## config.mk

```make
export PLATFORM = sky130hd
export DESIGN_NAME = mem_stage_ctrl
export DESIGN_NICKNAME = d
export VERILOG_FILES = /design/src/rtl/mem_stage_pkg.sv /design/src/rtl/mem_wb_reg.sv /design/src/rtl/mem_stage_ctrl.sv
export SDC_FILE = /design/constraint.sdc
export NUM_CORES = 1
export LEC_CHECK = 0
export CAP_MARGIN = 10
export CORE_MARGIN = 3
export CORE_UTILIZATION = 29
export DETAILED_ROUTE_END_ITERATION = 10
export PLACE_DENSITY_LB_ADDON = 0.15
export SETUP_SLACK_MARGIN = 0.1
export SLEW_MARGIN = 20
export SYNTH_ARGS = -nofsm -noshare
export SYNTH_HDL_FRONTEND = slang
export SYNTH_SLANG_ARGS = --single-unit
```

## constraint.sdc

```tcl
create_clock -name clk -period 1.9 [get_ports clk]
set_clock_uncertainty 0.2 [all_clocks]
set_input_delay 0.19 -clock clk [delete_from_list [all_inputs] [get_ports clk]]
set_output_delay 0.19 -clock clk [all_outputs]
set_load 0.05 [all_outputs]
```

## src/rtl/mem_stage_pkg.sv

```systemverilog
// mem_stage_pkg: shared types and defaults for the MEM-stage controller.
//   state_e        : bus FSM states (IDLE, BUSY)
//   DATA_W_DEF     : default data/address width
//   REG_W_DEF      : default destination register index width
//   ACK_TIMEOUT_DEF: default BUSY cycles allowed before abort
//   cnt_width()    : width of the BUSY-cycle timeout counter
package mem_stage_pkg;

  typedef enum logic [0:0] {
    IDLE = 1'b0,
    BUSY = 1'b1
  } state_e;

  localparam int DATA_W_DEF      = 32;
  localparam int REG_W_DEF       = 5;
  localparam int ACK_TIMEOUT_DEF = 16;

  // The counter only has to reach ACK_TIMEOUT-1.
  function automatic int cnt_width(input int timeout);
    return $clog2(timeout);
  endfunction

endpackage

```

## src/rtl/mem_wb_reg.sv

```systemverilog
// mem_wb_reg: MEM/WB pipeline register.
//   clk, rst_n      : clock, synchronous active-low reset
//   load            : 1 = capture the *_d inputs, 0 = insert a bubble
//   *_d             : next-entry controls and data
//   *_q             : registered MEM/WB entry
// A bubble clears only the write-back controls; data fields hold their value.
module mem_wb_reg
  import mem_stage_pkg::*;
#(
  parameter int DATA_W = DATA_W_DEF,
  parameter int REG_W  = REG_W_DEF
) (
  input  logic              clk,
  input  logic              rst_n,
  input  logic              load,
  input  logic              reg_write_d,
  input  logic              mem_to_reg_d,
  input  logic [DATA_W-1:0] read_data_d,
  input  logic [DATA_W-1:0] alu_d,
  input  logic [REG_W-1:0]  dest_d,
  output logic              reg_write_q,
  output logic              mem_to_reg_q,
  output logic [DATA_W-1:0] read_data_q,
  output logic [DATA_W-1:0] alu_q,
  output logic [REG_W-1:0]  dest_q
);

  // MEM/WB entry: load a new entry or bubble the controls
  always_ff @(posedge clk) begin
    if (!rst_n) begin
      reg_write_q  <= 1'b0;
      mem_to_reg_q <= 1'b0;
      read_data_q  <= '0;
      alu_q        <= '0;
      dest_q       <= '0;
    end else if (load) begin
      reg_write_q  <= reg_write_d;
      mem_to_reg_q <= mem_to_reg_d;
      read_data_q  <= read_data_d;
      alu_q        <= alu_d;
      dest_q       <= dest_d;
    end else begin
      reg_write_q  <= 1'b0;
      mem_to_reg_q <= 1'b0;
    end
  end

endmodule

```

## src/rtl/mem_stage_ctrl.sv

```systemverilog
// mem_stage_ctrl: MEM-stage controller behind the EX/MEM register.
//   Inputs : EX/MEM controls (BranchIN, MemReadIN, MemtoRegIN, MemWriteIN,
//            RegWriteIN, zeroIN), ALUsaltoIN, ALU_IN, readData2IN, DestinoIN,
//            memory bus mem_ack_i / mem_rdata_i.
//   Outputs: pcsrc_o / branch_target_o (branch resolve), stall_o (pipeline
//            freeze), mem_req_o / mem_we_o / mem_addr_o / mem_wdata_o (bus),
//            bus_err_o (timeout pulse), align_err_o (misalignment pulse),
//            MEM/WB entry RegWriteOUT, MemtoRegOUT, readDataOUT, ALU_OUT,
//            DestinoOUT.
// Optional feature macro: MEM_ALIGN_CHECK_EN. When defined, a misaligned
// access is rejected (no request, no stall, align_err_o pulse). When
// undefined, align_err_o is 0 and the address low bits are forced to 00.
module mem_stage_ctrl
  import mem_stage_pkg::*;
#(
  parameter int DATA_W      = DATA_W_DEF,
  parameter int REG_W       = REG_W_DEF,
  parameter int ACK_TIMEOUT = ACK_TIMEOUT_DEF
) (
  input  logic              clk,
  input  logic              rst_n,
  input  logic              BranchIN,
  input  logic              MemReadIN,
  input  logic              MemtoRegIN,
  input  logic              MemWriteIN,
  input  logic              RegWriteIN,
  input  logic              zeroIN,
  input  logic [DATA_W-1:0] ALUsaltoIN,
  input  logic [DATA_W-1:0] ALU_IN,
  input  logic [DATA_W-1:0] readData2IN,
  input  logic [REG_W-1:0]  DestinoIN,
  output logic              pcsrc_o,
  output logic [DATA_W-1:0] branch_target_o,
  output logic              stall_o,
  output logic              mem_req_o,
  output logic              mem_we_o,
  output logic [DATA_W-1:0] mem_addr_o,
  output logic [DATA_W-1:0] mem_wdata_o,
  input  logic              mem_ack_i,
  input  logic [DATA_W-1:0] mem_rdata_i,
  output logic              bus_err_o,
  output logic              align_err_o,
  output logic              RegWriteOUT,
  output logic              MemtoRegOUT,
  output logic [DATA_W-1:0] readDataOUT,
  output logic [DATA_W-1:0] ALU_OUT,
  output logic [REG_W-1:0]  DestinoOUT
);

  localparam int              CNT_W    = cnt_width(ACK_TIMEOUT);
  localparam logic [CNT_W-1:0] CNT_LAST = CNT_W'(ACK_TIMEOUT - 1);

  state_e             state_r;
  logic [CNT_W-1:0]   cnt_r;
  logic               req_r;
  logic               we_r;
  logic [DATA_W-1:0]  addr_r;
  logic [DATA_W-1:0]  wdata_r;
  logic               bus_err_r;

  logic               access_s;
  logic               misalign_s;
  logic               issue_s;
  logic               ack_s;
  logic               timeout_s;
  logic               align_fault_s;
  logic               stall_s;
  logic               load_s;
  logic [DATA_W-1:0]  issue_addr_s;

  // Access decode, stall and MEM/WB load qualification
  always_comb begin
    access_s = MemReadIN | MemWriteIN;
`ifdef MEM_ALIGN_CHECK_EN
    misalign_s   = access_s & (ALU_IN[1:0] != 2'b00);
    issue_addr_s = ALU_IN;
`else
    misalign_s   = 1'b0;
    issue_addr_s = {ALU_IN[DATA_W-1:2], 2'b00};
`endif
    issue_s       = (state_r == IDLE) & access_s & ~misalign_s;
    align_fault_s = (state_r == IDLE) & misalign_s;
    ack_s         = (state_r == BUSY) & mem_ack_i;
    // Ack on the terminal count wins over the abort.
    timeout_s     = (state_r == BUSY) & ~mem_ack_i & (cnt_r == CNT_LAST);
    stall_s       = issue_s | ((state_r == BUSY) & ~mem_ack_i & ~timeout_s);
    // Timeout and alignment faults must not retire the instruction.
    load_s        = ~stall_s & ~timeout_s & ~align_fault_s;
  end

  // Bus FSM: issue, wait for ack or timeout, report abort
  always_ff @(posedge clk) begin
    if (!rst_n) begin
      state_r   <= IDLE;
      cnt_r     <= '0;
      req_r     <= 1'b0;
      we_r      <= 1'b0;
      addr_r    <= '0;
      wdata_r   <= '0;
      bus_err_r <= 1'b0;
    end else begin
      bus_err_r <= timeout_s;
      case (state_r)
        IDLE: begin
          if (issue_s) begin
            addr_r  <= issue_addr_s;
            wdata_r <= readData2IN;
            we_r    <= MemWriteIN;
            req_r   <= 1'b1;
            cnt_r   <= '0;
            state_r <= BUSY;
          end else begin
            req_r   <= 1'b0;
            state_r <= IDLE;
          end
        end
        BUSY: begin
          if (ack_s || timeout_s) begin
            req_r   <= 1'b0;
            state_r <= IDLE;
          end else begin
            cnt_r   <= cnt_r + CNT_W'(1);
            state_r <= BUSY;
          end
        end
        default: begin
          req_r   <= 1'b0;
          state_r <= IDLE;
        end
      endcase
    end
  end

`ifdef MEM_ALIGN_CHECK_EN
  logic align_err_r;

  // One-cycle misalignment pulse
  always_ff @(posedge clk) begin
    if (!rst_n) begin
      align_err_r <= 1'b0;
    end else begin
      align_err_r <= align_fault_s;
    end
  end

  assign align_err_o = align_err_r;
`else
  assign align_err_o = 1'b0;
`endif

  assign stall_o         = stall_s;
  assign pcsrc_o         = BranchIN & zeroIN & ~stall_s;
  assign branch_target_o = ALUsaltoIN;
  assign mem_req_o       = req_r;
  assign mem_we_o        = we_r;
  assign mem_addr_o      = addr_r;
  assign mem_wdata_o     = wdata_r;
  assign bus_err_o       = bus_err_r;

  mem_wb_reg #(
    .DATA_W (DATA_W),
    .REG_W  (REG_W)
  ) u_mem_wb (
    .clk          (clk),
    .rst_n        (rst_n),
    .load         (load_s),
    .reg_write_d  (RegWriteIN),
    .mem_to_reg_d (MemtoRegIN),
    .read_data_d  (mem_rdata_i),
    .alu_d        (ALU_IN),
    .dest_d       (DestinoIN),
    .reg_write_q  (RegWriteOUT),
    .mem_to_reg_q (MemtoRegOUT),
    .read_data_q  (readDataOUT),
    .alu_q        (ALU_OUT),
    .dest_q       (DestinoOUT)
  );

endmodule

```

==> results of run 1 <==
-- stage by stage --
step | util | area, um2
6_report | 0.467 | 8470
3_5_place_dp | 0.432 | 7840
2_1_floorplan | - | 5420
4_1_cts | 0.466 | 8460
3_3_place_gp | 0.432 | 7840
5_1_grt | 0.467 | 8470
-- area by class of cell --
type	instances	area, um2
Fill cell	1768	9680
Sequential cell	141	2830
Timing Repair Buffer	276	2600
Multi-Input combinational cell	432	2110
Clock buffer	21	450
Tap cell	229	287
Clock inverter	11	190
Inverter	3	13.8
-- cell usage after synthesis, drive strengths merged --
master / count
or3: 4
nand2: 127
clkbuf: 29
ha: 1
nand4: 1
and2: 1
a21oi: 137
nor2b: 1
nand3: 72
o21ba: 1
conb: 1
o21bai: 1
nor2: 2
dfxtp: 141
o31ai: 2
o21ai: 69
buf: 65
nor3: 2
nand2b: 1
and3: 4
inv: 3
o211ai: 2
mux2i: 1
-- placed cells by master, fill, tap and decap left out, drive strengths merged, types with 3 or more instances in the layout --
cell type	instances
dfxtp	141
conb	3
clkinv	5
or3	4
clkdlybuf4s50	109
inv	3
dlygate4sd2	85
buf	82
clkbuf	21
nand2	127
a21oi	137
o21ai	69
nand3	72
and3	4
bufinv	5
-- cells by family after synthesis --
kind of cell | after synthesis | synth area share
buffers and inverters | 97 | 0.100
AOI/OAI and AO/OA | 212 | 0.199
DFF | 141 | 0.522
and+or+nand+nor | 215 | 0.174
adders and majority gates | 1 | 0.00231
other | 1 | 0.000693
muxes | 1 | 0.00185
-- power by group through the flow --
stage / Clock [mW] / Combinational, mW / Sequential, mW
floorplan: 0 / 0.664 / 4.00
global placement: 0 / 1.95 / 3.33
detailed placement: 0 / 1.97 / 3.34
CTS: 3.68 / 1.89 / 3.27
global route: 3.84 / 2.00 / 3.29
finish: 3.59 / 1.88 / 3.27
-- what timing repair did --
item	4_1_cts	5_1_grt
hold endpoints to repair	0	0
pin swaps	3	2
gates resized for setup	98	0
buffers inserted	4	2
endpoints found under the setup margin	87	2
-- flip-flops by register name, indices dropped and copies added, names as in the netlist, 4 cells and up --
register,count
cnt_r,4
mem_addr_o,30
mem_wdata_o,32
u_mem_wb.alu_q,32
u_mem_wb.dest_q,5
u_mem_wb.read_data_q,32
-- critical path: cells and delay by family, from the launching register on --
family	cells	cell delay (ps)
adder cells (fa/ha/maj)	1	160
buffers and inverters	2	270
AO/OA/AOI/OAI	1	120
AND/OR/NAND/NOR	2	260
flip-flops	1	350
-- worst max-delay path by stage --
| stage | end | slack [ps] | cells past startpoint |
|---|---|---|---|
| floorplan | pcsrc_o | 140 | 5 |
| global placement | u_mem_wb.mem_to_reg_q | 4 | 5 |
| detailed placement | u_mem_wb.alu_q[9] | -50 | 5 |
| CTS | pcsrc_o | -90 | 6 |
| global route | pcsrc_o | -150 | 6 |
| finish | pcsrc_o | -50 | 6 |
-- per-layer routing --
metal | GRT usage | vias up
li1 | - | 2644
met1 | 0.203 | 2551
met2 | 0.293 | 247
met3 | 0.0501 | 40
met4 | 0.0755 | 0
met5 | 0 | -
==> results.sh, run 1 <==
export IMPL_htreeDepth=4
export IMPL_drt_wl_total_um=17800
export IMPL_synth_seq_cells=141
export IMPL_start_util=0.298
export IMPL_clk_latency_ps=400
export IMPL_peakVddDrop_uv=588
export IMPL_yosys_warnings=0
export IMPL_dp_slack_ps=-46.5
export IMPL_ff2ff_path_depth=6
export IMPL_hpwlAfterDp_um=12800
export IMPL_drc=0
export IMPL_grt_pass1_wl_um=28100
export IMPL_drt_iter0_drc=264
export IMPL_clock_path_buffers=2
export IMPL_numPlacedInstances=1075
export IMPL_crit_type="flop to output port"
export IMPL_failed_checks="setup timing"
export IMPL_layout_nets=1014
export IMPL_pwr_share_seq=0.374
export IMPL_hold_violations=0
export IMPL_crit_arrival_ps=1560
export IMPL_grt_usage=0.173
export IMPL_synth_area_top_cells="dfxtp_1, a21oi_1, nand2_1"
export IMPL_critPathMaxStageDelay_ps=350
export IMPL_r2r_setup_slack_ps=200
export IMPL_rr_endpoint="cnt_r[0]"
export IMPL_postLayoutSetupSlackWorst_ps=-50.0
export IMPL_min_period_ps=1950
export IMPL_p_clk_frac=0.411
export IMPL_cp_max_fo=3
export IMPL_grt_pass1_vias=5395
export IMPL_yosysSeqAreaShare=0.522
export IMPL_clk_pin_slew_ps=60
export IMPL_vias=5482
export IMPL_antenna_found_initial=0
export IMPL_met1Wirelength_um=7170
export IMPL_dieArea_um2=20300
export IMPL_syn_area_per_cell_um2=8.10
export IMPL_worstMarginPinSlew_ps=549
export IMPL_place_port_buffers=247
export IMPL_p_total_mw=8.74
export IMPL_max_freq_ghz=0.513
export IMPL_hold_end="mem_wdata_o[25]"
export IMPL_max_slew_margin=0.635
export IMPL_yosysTopAreaCell="dfxtp_1"
export IMPL_gr_total_overflow=0
export IMPL_rsz0062_at_grt="yes"
export IMPL_synth_cell_type_count=29
export IMPL_area_growth_synth_to_final_pct=56.6
export IMPL_worst_setup_path_end_kind="output port"
export IMPL_place_gp_congestion=0.763
export IMPL_p_int_mw=6.16
export IMPL_detail_route_wl_per_cell_um=16.0
export IMPL_first_pass_iters=5
export IMPL_finalSetupTns_ps=-50.0
export IMPL_core_area_um2=18100
export IMPL_r2r_start="cnt_r[0]"
export IMPL_antenna_cells=0
export IMPL_crit_start="cnt_r[0]"
export IMPL_ant_nets=0
export IMPL_fp_dieW_um=143
export IMPL_numClockSinks=141
export IMPL_core_rowCount=49
export IMPL_p_per_area_nw_per_um2=1030
export IMPL_synth_top_area_share=0.522
export IMPL_worstHoldPathType="input pin to flop"
export IMPL_cp_slowest_cell="dfxtp_2"
export IMPL_numCtsBuffers=17
export IMPL_fin_crit_sh=1.03
export IMPL_maxCapViolCount=0
export IMPL_setup_violations=1
export IMPL_ios=315
export IMPL_wl_met3_um=1440
export IMPL_synthesis_area_um2=5410
export IMPL_drt_vias_per_instance=4.93
export IMPL_drv_slew=0
export IMPL_critPathLaunchType="flop"
export IMPL_route_met2_wl_um=8730
export IMPL_leakage_nw=3.59
export IMPL_required_ps=1510
export IMPL_top_layer="met4"
export IMPL_comb_power_share=0.215
export IMPL_min_path_cells=3
export IMPL_postCtsHoldBufs=0
export IMPL_grt_max_degree=51
export IMPL_switchingPower_mw=2.58
export IMPL_drive_gt1_frac=0.143
export IMPL_status="complete, but fails checks"
export IMPL_root_buffer="clkbuf_16"
export IMPL_sw_frac_of_total=0.295
export IMPL_hold_slack_ps=126
export IMPL_syn_inst=668
export IMPL_die_h_um=143
export IMPL_min_delay_start="readData2IN[25]"
export IMPL_cts_tree="yes"
export IMPL_fin_cells=1113
export IMPL_path_cells="ha_4, nand3_4, a21oi_2, buf_4, and3_4, buf_8"
No activity file was read; power rests on OpenSTA's default activity.
==> run 2: changes to the inputs <==
Settings changed: PLACE_DENSITY set to 0.61, PLACE_DENSITY_LB_ADDON 0.15 to not set.
==> results.sh, run 2 (synthesis gave the netlist of run 1 again) <==
export IMPL_status="complete, but fails checks"
export IMPL_failed_checks="setup timing"
export IMPL_maxCapViolCount=0
export IMPL_drt_iter0_drc=229
export IMPL_gr_total_overflow=0
export IMPL_ios=315
export IMPL_hpwlAfterDp_um=12000
export IMPL_drc=0
export IMPL_finalSetupTns_ps=-148
export IMPL_clk_latency_ps=410
export IMPL_clock_path_buffers=2
export IMPL_hold_slack_ps=123
export IMPL_detail_route_wl_per_cell_um=15.8
export IMPL_p_int_mw=5.93
export IMPL_cp_max_fo=3
export IMPL_setup_violations=2
export IMPL_rsz0062_at_grt="yes"
export IMPL_grt_max_degree=48
export IMPL_htreeDepth=4
export IMPL_die_h_um=143
export IMPL_ff2ff_path_depth=4
export IMPL_numCtsBuffers=17
export IMPL_crit_type="flop to output port"
export IMPL_ant_nets=0
export IMPL_fin_util=0.468
export IMPL_numClockSinks=141
export IMPL_worstMarginPinSlew_ps=508
export IMPL_leakage_nw=3.57
export IMPL_hold_violations=0
export IMPL_vias=5417
export IMPL_final_cell_mix="dfxtp_1, a21oi_1, nand2_1"
export IMPL_endpoint="pcsrc_o"
export IMPL_required_ps=1510
export IMPL_grt_usage=0.168
export IMPL_drv_slew=0
export IMPL_comb_power_share=0.223
export IMPL_layout_nets=1017
export IMPL_place_port_buffers=247
export IMPL_max_slew_margin=0.663
export IMPL_worst_setup_path_end_kind="output port"
export IMPL_start_util=0.298
export IMPL_drt_wl_total_um=17600
export IMPL_r2r_setup_slack_ps=280
export IMPL_root_buffer="clkbuf_16"
export IMPL_switchingPower_mw=2.67
export IMPL_drive_gt1_frac=0.168
export IMPL_pwr_share_seq=0.379
export IMPL_antenna_found_initial=0
export IMPL_p_clk_frac=0.398
export IMPL_p_per_area_nw_per_um2=1010
export IMPL_clk_pin_slew_ps=60
export IMPL_dieArea_um2=20300
export IMPL_fin_crit_sh=1.05
export IMPL_rr_endpoint="u_mem_wb.read_data_q[24]"
export IMPL_min_period_ps=1990
export IMPL_antenna_cells=0
export IMPL_r2r_start="state_r"
export IMPL_worstHoldPathType="input pin to flop"
export IMPL_grt_pass1_vias=5258
export IMPL_place_gp_congestion=0.788
export IMPL_postLayoutSetupSlackWorst_ps=-93.6
export IMPL_drt_vias_per_instance=4.85
export IMPL_first_pass_iters=6
export IMPL_fp_dieW_um=143
export IMPL_sw_frac_of_total=0.310
export IMPL_grt_pass1_wl_um=27500
export IMPL_dp_slack_ps=-34.0
export IMPL_final_common_cell="dfxtp_1"
export IMPL_area_growth_synth_to_final_pct=56.8
export IMPL_cts_tree="yes"
export IMPL_peakVddDrop_uv=611
export IMPL_max_freq_ghz=0.502
export IMPL_core_rowCount=49
export IMPL_crit_arrival_ps=1600
export IMPL_critPathLaunchType="flop"
export IMPL_crit_start="cnt_r[0]"
export IMPL_core_area_um2=18100
-- run 2: what timing repair did --
item | CTS | global route
hold buffers | 0 | 0
buffers inserted | 3 | 1
hold endpoints to repair | 0 | 0
setup endpoints to repair | 71 | 2
pin swaps | 3 | 2
gates resized for setup | 84 | 1
-- run 2: worst max-delay path, cell delays in order, from the launching register on --
cell	delay [ps]
dfxtp_2	360
ha_4	170
nand3_4	80
a21oi_2	150
buf_6	120
and3_4	170
buf_8	140
-- run 2: worst min-delay path by stage --
stage	startpoint	end	slack [ps]	depth (start not counted)
2_1_floorplan	ALU_IN[2]	mem_addr_o[2]	130	2
3_3_place_gp	ALUsaltoIN[0]	branch_target_o[0]	180	0
3_5_place_dp	ALUsaltoIN[0]	branch_target_o[0]	180	0
4_1_cts	readData2IN[1]	mem_wdata_o[1]	100	3
5_1_grt	readData2IN[16]	mem_wdata_o[16]	110	3
6_report	readData2IN[28]	mem_wdata_o[28]	120	3
-- run 2: cell type report --
| type | instances | area [um2] |
|---|---|---|
| flip-flops and latches | 141 | 2830 |
| clock buffers | 18 | 439 |
| inverters | 3 | 16.3 |
| clock inverters | 14 | 168 |
| well taps | 229 | 287 |
| repair buffers | 279 | 2640 |
| fillers | 1806 | 9660 |
| multi-input cells | 432 | 2110 |
-- run 2: power groups by stage --
stage | Combinational, mW | Sequential, mW | Clock, mW
after global placement | 1.98 | 3.32 | 0
after floorplan | 0.664 | 4.00 | 0
after CTS | 1.94 | 3.26 | 3.52
after global routing | 2.04 | 3.28 | 3.64
final | 1.92 | 3.26 | 3.42
after detailed placement | 1.99 | 3.33 | 0
-- run 2: metrics by stage --
stage                     area, um2  cells  power (mW)
after CTS                      8470   1115        8.72
after floorplan                5420    670        4.67
after global routing           8480   1116        8.97
final                          8480   1116        8.60
after global placement         7880   1080        5.31
after detailed placement       7880   1080        5.31
-- run 2: metal layers --
metal,part of all wire,wire length (um),GRT usage
met1,0.42,7470,0.200
met2,0.47,8190,0.272
met3,0.079,1390,0.0588
met4,0.032,557,0.0790
met5,0,0,0
==> variant (settings of run 1) <==
`REG_W_DEF`: 5 -> 10.
--- a/src/rtl/mem_stage_pkg.sv
+++ b/src/rtl/mem_stage_pkg.sv
@@ -12,7 +12,7 @@
   } state_e;
 
   localparam int DATA_W_DEF      = 32;
-  localparam int REG_W_DEF       = 5;
+  localparam int REG_W_DEF       = 10;
   localparam int ACK_TIMEOUT_DEF = 16;
 
   // The counter only has to reach ACK_TIMEOUT-1.
Ports: changed (resized DestinoIN and DestinoOUT); port bits go from 315 to 325. The function was not compared with the original's and may differ.
==> variant against run 1 <==
Routed wire length rose by 3.4%. Sequential cell count increased by 5. Final area is 3.7% higher. Core utilization down 0.17 points. Area after synthesis rose by 3.8%. The flow still finishes with violations (negative setup slack). Largest power group unchanged. Clock power increased by 3%. Setup slack got worse by 0.011 ns. Count of clock-buffer cells in the layout down 2. Total power is 3.5% higher.
==> variant: results (changes against run 1) <==
Cells and area
  – Post-route cell area: 0.00879 mm² (+3.7%)
  – Layout cells sized above 1: 17.4% (+3.2 points)
  – Fill count: 1916 (+8.4%)

Detailed routing
  – Routed WL: 18400 µm (+3.4%)
  – DR vias/cell: 4.67 (-5.1%)
  – Initial DRC count: 277 (+4.9%)

Global routing
  – Total GRT Usage: 16.7% (-0.61 points)
  – Vias in the first global route: 5291 (-1.9%)
  – Largest net degree at the start of global routing: 64 (+25%)
  – First-pass GRT wire length: 29000 µm (+3.0%)

Yosys
  – Netlist cell types: 28 (-3.4%)
  – Post-Synth Adder-Cell Area: 0.223% (-0.0084 points)
  – Sequential area share after synthesis: 52.0% (-0.11 points)
  – Synth area leaders: dfxtp_1 (52%), a21oi_1 (13%), nand2_1 (8.5%), nand3_1 (6.9%), o21ai_1 (5.7%)
  – List of most frequent post-synthesis cells: dfxtp_1 (146), a21oi_1 (142), nand2_1 (127), nand3_1 (77), o21ai_1 (64)
  – Post-synthesis mux area share: 0.178% (-0.0067 points)

Worst hold path
  – Worst Hold Path EP: mem_wdata_o[13]
  – Hold Startpoint: readData2IN[13]

Timing
  – Final setup vio count: 2 (+1)
  – Worst Tran Pin Value: 0.510 ns (-0.0397 ns)
  – Final setup margin: -0.0607 ns (-0.0107 ns)

Outcome
  – Failing checks: negative setup slack
  – Outcome: complete, but fails checks

Power
  – P_leak: 3.67 nW (+2.0%)
  – Max VDD drop: 0.621 mV (+5.6%)

Placement
  – PortBufs: 257 (+4.0%)
  – Detailed Place HPWL: 12000 µm (-6.2%)
  – DP Area: 0.00812 mm² (+3.5%)
variant: cell types whose count changed in the layout (fill, tap and decap cells not counted), sizes merged:
cell,run 1,this run
o21ai,69,74
inv,3,6
dfxtp,141,146
nand3,72,77
a21oi,137,142
clkdlybuf4s50,109,114
clkinv,5,3
buf,82,112
clkbuf,21,19
bufinv,5,4
clkinvlp,1,3
dlygate4sd2,85,64
variant: what timing repair did:
item                       in CTS  in global routing
cloned                          0                  0
buffers inserted                5                  2
setup endpoints to repair      66                  2
resized for setup              76                  1
pin swaps                       3                  1
variant: worst max path at each step:
| stage | start | slack, ns | endpoint | cells after the start |
|---|---|---|---|---|
| floorplan | state_r | 0.15 | pcsrc_o | 4 |
| global placement | MemWriteIN | -0.03 | u_mem_wb.alu_q[27] | 5 |
| detailed placement | MemWriteIN | -0.05 | u_mem_wb.alu_q[9] | 6 |
| CTS | cnt_r[0] | -0.11 | pcsrc_o | 6 |
| global route | cnt_r[0] | -0.14 | pcsrc_o | 6 |
| finish | cnt_r[1] | -0.06 | pcsrc_o | 6 |
variant: stage by stage:
stage                     total power, mW  worst slack [ns]  setup TNS, ns  hold WS [ns]
after global placement               5.50           -0.0323         -0.938         0.180
after CTS                            9.17            -0.112         -0.194        0.0958
after floorplan                      4.85             0.155              0         0.126
final                                9.04           -0.0607        -0.0909         0.117
after global routing                 9.42            -0.143         -0.265         0.111
after detailed placement             5.50           -0.0545          -1.55         0.180
variant: kinds of logic after synthesis:
group                    after synthesis
AND/OR/NAND/NOR                      220
multiplexers                           1
AO/OA/AOI/OAI                        222
other                                  1
adder cells (fa/ha/maj)                1
buffers and inverters                 99
flip-flops                           146
variant: cell type report:
| type | count | share of cell area [%] |
|---|---|---|
| timing repair buffer | 290 | 30.6 |
| multi-input combinational | 447 | 24.7 |
| clock buffer | 19 | 5.15 |
| tap | 260 | 3.70 |
| sequential | 146 | 33.4 |
| inverter | 3 | 0.157 |
| clock inverter | 13 | 2.25 |
variant: worst max-delay path, stage by stage, from the launching register on:
cell	delay [ns]
dfxtp_2	0.36
ha_4	0.15
nand3_4	0.08
a21oi_2	0.13
buf_4	0.13
and3_4	0.18
buf_12	0.13
variant: power by group through the flow:
stage / Sequential [mW] / Clock [mW] / Combinational, mW
floorplan: 4.15 / 0 / 0.699
global placement: 3.44 / 0 / 2.05
detailed placement: 3.44 / 0 / 2.06
CTS: 3.38 / 3.78 / 2.01
global route: 3.40 / 3.92 / 2.11
finish: 3.37 / 3.68 / 1.99
variant: metal layers:
metal / global-route usage, % / up-vias / part of all wire, %
met1: 20.7 / 2534 / 45
met4: 5.27 / 0 / 1.8
met2: 26.1 / 196 / 45
met3: 7.34 / 30 / 8.5
li1: - / 2745 / -
met5: 0 / - / 0
